File: src/rtl/regfile_wb_ctrl.sv
// Write-side controller for the 32-entry register file.
// Merges the single-cycle ALU path with a FIFO-buffered long-latency path
// onto one registered write port, and tracks pending long results in a
// busy scoreboard so decode can stall on them.
module regfile_wb_ctrl #(
    parameter int REGF_WIDTH = 32,
    parameter int LQ_DEPTH   = 2,
    localparam int CW = $clog2(LQ_DEPTH + 1),
    localparam int PW = (LQ_DEPTH > 1) ? $clog2(LQ_DEPTH) : 1
) (
    input  logic                  clk,
    input  logic                  rst_n,
    input  logic                  alu_valid,
    input  logic [4:0]            alu_rd,
    input  logic [REGF_WIDTH-1:0] alu_data,
    input  logic                  lq_valid,
    output logic                  lq_ready,
    input  logic [4:0]            lq_rd,
    input  logic [REGF_WIDTH-1:0] lq_data,
    input  logic                  iss_valid,
    input  logic [4:0]            iss_rd,
    input  logic                  dec_valid,
    input  logic [4:0]            dec_rs1,
    input  logic [4:0]            dec_rs2,
    input  logic [4:0]            dec_rd,
    output logic                  stall,
    output logic                  w_en,
    output logic [4:0]            rd,
    output logic [REGF_WIDTH-1:0] data_w,
    output logic [31:0]           busy,
    output logic [CW-1:0]         lq_count
);

    typedef struct packed {
        logic [4:0]            rd;
        logic [REGF_WIDTH-1:0] data;
    } lq_ent_t;

    lq_ent_t        mem [LQ_DEPTH];
    logic [PW-1:0]  wptr, rptr;
    logic [CW-1:0]  count;
    lq_ent_t        head;
    logic           alu_live, push, pop, pop_live;
    logic [31:0]    busy_nxt;

    function automatic logic [PW-1:0] ptr_inc(input logic [PW-1:0] p);
        return (p == PW'(LQ_DEPTH - 1)) ? '0 : p + 1'b1;
    endfunction

    // Arbitration and handshake; ready depends only on registered occupancy
    always_comb begin
        head     = mem[rptr];
        lq_ready = (count < CW'(LQ_DEPTH));
        alu_live = alu_valid && (alu_rd != 5'd0);
        push     = lq_valid && lq_ready;
        // x0 heads are popped too, they just produce no write
        pop      = (count != '0) && !alu_live;
        pop_live = pop && (head.rd != 5'd0);
        stall    = dec_valid && (busy[dec_rs1] | busy[dec_rs2] | busy[dec_rd]);
        lq_count = count;
    end

    // Scoreboard next state: clear on drain, then set on issue so set wins
    always_comb begin
        busy_nxt = busy;
        if (pop_live)
            busy_nxt[head.rd] = 1'b0;
        if (iss_valid)
            busy_nxt[iss_rd] = 1'b1;
        busy_nxt[0] = 1'b0;
    end

    // FIFO storage needs no reset; occupancy alone says what is valid
    always_ff @(posedge clk) begin
        if (push)
            mem[wptr] <= '{rd: lq_rd, data: lq_data};
    end

    // Pointers, occupancy, scoreboard and the registered write port
    always_ff @(posedge clk or negedge rst_n) begin
        if (!rst_n) begin
            wptr   <= '0;
            rptr   <= '0;
            count  <= '0;
            busy   <= '0;
            w_en   <= 1'b0;
            rd     <= 5'd0;
            data_w <= '0;
        end else begin
            busy <= busy_nxt;
            if (push)
                wptr <= ptr_inc(wptr);
            if (pop)
                rptr <= ptr_inc(rptr);
            if (push && !pop)
                count <= count + CW'(1);
            else if (pop && !push)
                count <= count - CW'(1);

            if (alu_live) begin
                w_en   <= 1'b1;
                rd     <= alu_rd;
                data_w <= alu_data;
            end else if (pop_live) begin
                w_en   <= 1'b1;
                rd     <= head.rd;
                data_w <= head.data;
            end else begin
                w_en   <= 1'b0;
            end
        end
    end

endmodule

File: config.mk
export PLATFORM = sky130hd
export DESIGN_NAME = regfile_wb_ctrl
export DESIGN_NICKNAME = d
export VERILOG_FILES = /design/src/rtl/regfile_wb_ctrl.sv
export SDC_FILE = /design/constraint.sdc
export NUM_CORES = 1
export LEC_CHECK = 0
export ABC_AREA = 0
export CAP_MARGIN = 20
export CELL_PAD_IN_SITES_DETAIL_PLACEMENT = 1
export CELL_PAD_IN_SITES_GLOBAL_PLACEMENT = 2
export CORE_MARGIN = 3
export CORE_UTILIZATION = 34
export CTS_CLUSTER_DIAMETER = 120
export DETAILED_ROUTE_END_ITERATION = 8
export GPL_TIMING_DRIVEN = 0
export PLACE_DENSITY_LB_ADDON = 0.1
export SLEW_MARGIN = 20
export SYNTH_ARGS = -nofsm -noshare
export SYNTH_HDL_FRONTEND = slang
export SYNTH_SLANG_ARGS = --single-unit
File: constraint.sdc
create_clock -name clk -period 10.1 [get_ports clk]
set_clock_uncertainty 0.1 [all_clocks]
set_input_delay 3.03 -clock clk [delete_from_list [all_inputs] [get_ports clk]]
set_output_delay 3.03 -clock clk [all_outputs]
set_load 0.02 [all_outputs]
==> impl_metrics.ini, run 1 <==
[layout]
finalNonFillerCells = 1017
syn_to_final_growth_pct = 39.92
final_cell_mix = clkdlybuf4s50_1 (166), o21ai_0 (103), edfxtp_1 (74)
multi_input_area_sq_um = 2455
seq_area_sq_um = 4049
nets = 845
n_antenna_cell = 0
n_fill_cell = 2021
final_common_cell = clkdlybuf4s50_1
drive_gt1_share_pct = 7.926
finalCoreUtilization_pct = 49.07

[sta]
fmax_mhz = 105.5
setup_ws_ns = 0.6231
finalHoldViolations = 0
rsz0062_at_grt = no
timing.slew.headroom_pct = 42.82
setup_viol = 0
fin_crit_sh_pct = 93.83
setup_tns_ns = 0
layout_min_cycle_time_ns = 9.477
worst_slew_pin_slew_ns = 0.8576
drv_slew = 0

[setup_path]
worstPathArrival_ns = 6.35
crit_type = primary input to primary output
worstPathMaxFanout = 10
cp-end-kind = primary output
worst-endpoint-required_ns = 6.97
rrSetupSlack_ns = 6.76
cp-start-kind = primary input

[logic_synthesis]
syn_avg_cell_area_sq_um = 11.98
syn_inst = 555
ys_ff_latch = 147
synth-main-ff-cell = edfxtp_1
synth_edf_count = 74
ys_types = 43
ys_seq_area_share_pct = 60.91
ys_async_sr_fraction_pct = 49.66
yosysTopAreaCell = edfxtp_1
syn-num-nets = 656
yosysWarnings = 0
yosys-top-cells-area = edfxtp_1 (33%), dfrtp_1 (27%), o21ai_0 (7.8%), mux2i_1 (7.7%), mux4_2 (4.1%)
netlist_area_sq_um = 6648
synth_top_area_share_pct = 33.43

[placed_design]
dp_cells = 985
dp_hpwl_microns = 15470
io_buffer_count = 167
place_congestion = 0.7989
pre_cts_slack_ns = 0.5939

[run_status]
outcome = completed

[grt]
grt_use_total_pct = 20.02
grt_first_pass_wirelength_microns = 33450
grt_max_degree = 45
gr-total-overflow = 0
grt_pass1_vias = 6030
antenna_found_initial = 1

[clock_tree]
htreeDepth = 4
worst_skew_pair.late_latency_ns = 0.41
cts_buffers = 17
cts_num_sinks = 147
path_clk_slew_ns = 0.06
clockBufferDepth = 2
cts_hold_repair.buffers = 0
post_cts_resized = 0
root_buffer = clkbuf_16
post_cts_buffers = 0
cts_tree = built

[pwr]
p_leak_uw = 0.003491
power.share.sequential_pct = 37.3
intPower_uw = 1674
max-vdd-ir-drop_mv = 0.1173
powerDensity_nw_per_um2 = 284.7
switching_share_pct = 36.78
power_switching_uw = 974.2
clkPwrFrac_pct = 23.6
p_comb_share_pct = 39.1

[detailed_routing]
vias_per_cell = 5.151
route.detailed.drc = 0
postRouteWirelength_microns = 20730
wire_per_inst_microns = 20.39
dr.pass1.iters = 4
drtIter0Drc = 197
vias = 5239
antenna_left = 0

[floorplan]
core-area_sq_um = 18960
start_util_pct = 35.07
die_area_sq_um = 21260
io_pins = 174
rows = 50
dieWidth_microns = 145.8
fp.dieH_microns = 145.8

[job]
cap_violations = 0

[hold_path]
hp-class = flip-flop to flip-flop
[cell usage after synthesis (2+ instances only)]
library cell	number
o21ai_0	103
edfxtp_1	74
dfrtp_1	73
nand2_1	54
mux2i_1	51
nor2_1	44
a21oi_1	33
clkbuf_1	23
mux4_2	12
nand3b_1	11
inv_1	7
nand3_1	7
mux2_2	5
nor2b_1	4
a211oi_1	3
a31oi_1	3
and2_1	3
buf_1	3
mux4_1	3
o211a_1	3
or3b_2	3
or4_1	3
xnor2_1	3
a2111oi_0	2
a311oi_1	2
buf_2	2
nand2b_1	2
nand4b_1	2
nor3_1	2
xor2_1	2
[kinds of logic after synthesis]
| group | count (synthesis) | synth area share, % |
|---|---|---|
| AO/OA/AOI/OAI | 155 | 12.54 |
| XOR/XNOR | 5 | 0.6589 |
| adder cells (fa/ha/maj) | 1 | 0.1882 |
| buffers and inverters | 37 | 2.296 |
| flip-flops | 147 | 60.91 |
| multiplexers | 71 | 13.78 |
| other | 1 | 0.05641 |
| AND/OR/NAND/NOR | 138 | 9.580 |
[per-layer routing]
metal	global-route usage [%]	part of all wire, %	vias to the layer above
met1	22.96	40	2623
met2	35.68	51	154
met4	5.556	1.7	2
met3	6.727	6.7	35
met5	0	0.077	-
li1	-	-	2425
[power groups by stage]
stage	clock (uW)	sequential, uW	combinational (uW)
after floorplan	0	1110	404
after global placement	0	988	1010
after detailed placement	0	997	1050
after CTS	642	987	1050
after global routing	667	1020	1130
final	626	987	1040
[per-stage QoR]
stage                     hold WS [ns]  instance area (sq um)  total power, uW
final                           0.3823                   9301             2648
after global routing            0.4188                   9301             2810
after CTS                       0.3917                   9301             2682
after detailed placement        0.3772                   8718             2045
after global placement          0.3605                   8645             1995
after floorplan                 0.3555                   6648             1510
[final timing paths]
check	depth (start not counted)	endpoint	from
setup / recovery	8	stall	dec_rs2[2]
hold / removal	2	data_w[27]	data_w[27]
setup reg to reg	10	data_w[14]	rptr
hold reg to reg	2	data_w[27]	data_w[27]
max in group asynchronous	2	data_w[27]	rst_n
min in group asynchronous	1	data_w[10]	rst_n
[worst max-delay path: stages]
cell and delay (ns):
clkdlybuf4s50_1 0.51, clkbuf_1 0.40, mux4_2 0.37, o211a_1 0.23, or4_1 0.48, or4_1 0.48, o31a_1 0.31, clkdlybuf4s50_1 0.54
[flip-flops by register name (all words and copies together) (netlist names)]
name / count
busy: 31
rptr: 1
data_w: 32
lq_count: 2
mem: 74
w_en: 1
rd: 5
wptr: 1
[final cells by class]
cell class | instances | area share [%]
sequential | 147 | 43.53
multi-input combinational | 371 | 26.39
timing repair buffer | 170 | 18.67
clock buffer | 18 | 4.614
tap | 260 | 3.497
clock inverter | 14 | 1.655
buffer | 30 | 1.359
inverter | 7 | 0.2825
No activity file was read; power rests on OpenSTA's default activity.
==> run 2: changes to the inputs <==
- CTS_CLUSTER_DIAMETER: 120 -> 200
- GPL_TIMING_DRIVEN: 0 -> unset
==> run 2 against run 1 <==
Compared with the run above: sequential cell count stayed put; total power is 0.97% lower; clock-buffer cell count is 1 higher; global-route usage is 1.7 points lower; die area stayed put; maximum frequency hardly changed; routed wire length is 6.7% lower; via count is 2.4% lower; sequential power hardly changed; critical endpoint unchanged; largest power group is now registers.
==> impl_metrics.ini, run 2 (synthesis results as in run 1) <==
[sta]
fmax_mhz = 105.5
timing.slew.headroom_pct = 33.84
setup_tns_ns = 0
worst_slew_pin_slew_ns = 0.9923
rsz0062_at_grt = no
finalHoldViolations = 0
drv_slew = 0
whs_ns = 0.3844
setup_viol = 0
fin_crit_sh_pct = 93.84
layout_min_cycle_time_ns = 9.478

[placed_design]
dp_hpwl_microns = 13740
dp_cells = 964
place_congestion = 0.7999
io_buffer_count = 172

[detailed_routing]
vias = 5115
postRouteWirelength_microns = 19350
vias_per_cell = 5.136
drtIter0Drc = 211
wire_per_inst_microns = 19.43
dr.pass1.iters = 4
route.detailed.drc = 0
antenna_left = 0

[layout]
final_common_cell = clkdlybuf4s50_1
drive_gt1_share_pct = 8.560
syn_to_final_growth_pct = 39.07
largest_reg_flops = 74
largest-register = mem
n_fill_cell = 2001
finalNonFillerCells = 996
final_cell_mix = clkdlybuf4s50_1 (171), o21ai_0 (103), edfxtp_1 (74)
reg_top3 = mem: 74 flops, data_w: 32 flops, busy: 31 flops
n_antenna_cell = 0
nets = 824
finalCoreUtilization_pct = 48.77

[floorplan]
start_util_pct = 35.07
core-area_sq_um = 18960
die_area_sq_um = 21260
io_pins = 174
dieWidth_microns = 145.8
fp.dieH_microns = 145.8
rows = 50

[setup_path]
rrSetupSlack_ns = 6.91
worstPathArrival_ns = 6.35
r2r_start = rptr
cpPeakStageDelay_ns = 0.77
worst-endpoint-required_ns = 6.97
cp-start-kind = primary input
crit_type = primary input to primary output
r2r-end = data_w[0]
crit_chain = clkdlybuf4s50_1 > mux4_2 > inv_1 > a2111oi_0 > or4_1 > or4_1 > o31a_1 > clkdlybuf4s50_1
cp-end-kind = primary output
cp_slowest_cell = clkdlybuf4s50_1
worstPathMaxFanout = 12
reg2reg_depth = 7

[clock_tree]
clockBufferDepth = 2
root_buffer = clkbuf_16
worst_skew_pair.late_latency_ns = 0.41
path_clk_slew_ns = 0.06
cts_buffers = 17
post_cts_resized = 0
htreeDepth = 4
cts_hold_repair.buffers = 0
post_cts_buffers = 0
cts_tree = built
cts_num_sinks = 147

[grt]
gr-total-overflow = 0
antenna_found_initial = 1
grt_max_degree = 75
grt_pass1_vias = 5646
grt_first_pass_wirelength_microns = 30980
grt_use_total_pct = 18.36

[pwr]
max-vdd-ir-drop_mv = 0.1411
p_leak_uw = 0.003476
powerDensity_nw_per_um2 = 283.7

[run_status]
outcome = completed

[hold_path]
hold_path.startpoint = rd[2]
hold_depth = 2
min_to = rd[2]
hp-class = flip-flop to flip-flop

[job]
cap_violations = 0
-- run 2: cell types whose count changed in the layout (fill, tap and decap cells not counted), moves of 2 or more --
cell / change
clkdlybuf4s50_1: +5
buf_2: -2
clkinv_4: +2
buf_12: -2
buf_4: +4
buf_1: -3
clkbuf_1: -22
-- run 2: worst max-delay path: cells and delay by family --
kind                   cells  cell delay [ns]
AO/OA/AOI/OAI              2             0.38
AND/OR/NAND/NOR            2             1.00
multiplexers               1             0.56
buffers and inverters      3             1.38
-- run 2: stage by stage --
stage	setup slack, ns	total power (uW)	cell area, sq um
2_1_floorplan	1.811	1510	6648
3_3_place_gp	0.6590	1992	8630
3_5_place_dp	0.6495	2021	8657
4_1_cts	0.6426	2660	9241
5_1_grt	0.4786	2779	9245
6_report	0.6220	2623	9245
-- run 2: worst max-delay path by stage --
stage / start / to / slack [ns] / depth (start not counted)
2_1_floorplan: dec_rs2[2] / stall / 1.81 / 6
3_3_place_gp: dec_rd[0] / stall / 0.66 / 8
3_5_place_dp: dec_rd[0] / stall / 0.65 / 8
4_1_cts: dec_rd[0] / stall / 0.64 / 8
5_1_grt: dec_rd[0] / stall / 0.48 / 8
6_report: dec_rd[0] / stall / 0.62 / 8
-- run 2: power breakdown --
part / leakage [uW] / internal (uW) / switching, uW
registers: 0.00155 / 829 / 184
clock network: 0.000276 / 368 / 260
logic: 0.00165 / 471 / 510
total: 0.00348 / 1670 / 954
-- run 2: routing by layer --
metal / share of wire [%] / vias to the layer above / wire length [microns] / global-route usage [%]
met5: 0.047 / - / 9 / 0
met4: 1.5 / 2 / 294 / 4.891
met3: 7.2 / 27 / 1403 / 6.384
met2: 49 / 149 / 9528 / 31.03
met1: 42 / 2549 / 8118 / 22.46
li1: - / 2388 / - / -
-- run 2: area by class of cell --
type	count	area (sq um)	area share [%]
clock buffers	19	432.9	4.683
inverters	7	26.28	0.2842
multi-input cells	371	2464	26.65
repair buffers	179	1795	19.42
flip-flops and latches	147	4050	43.81
clock inverters	13	151.4	1.638
well taps	260	325.3	3.519
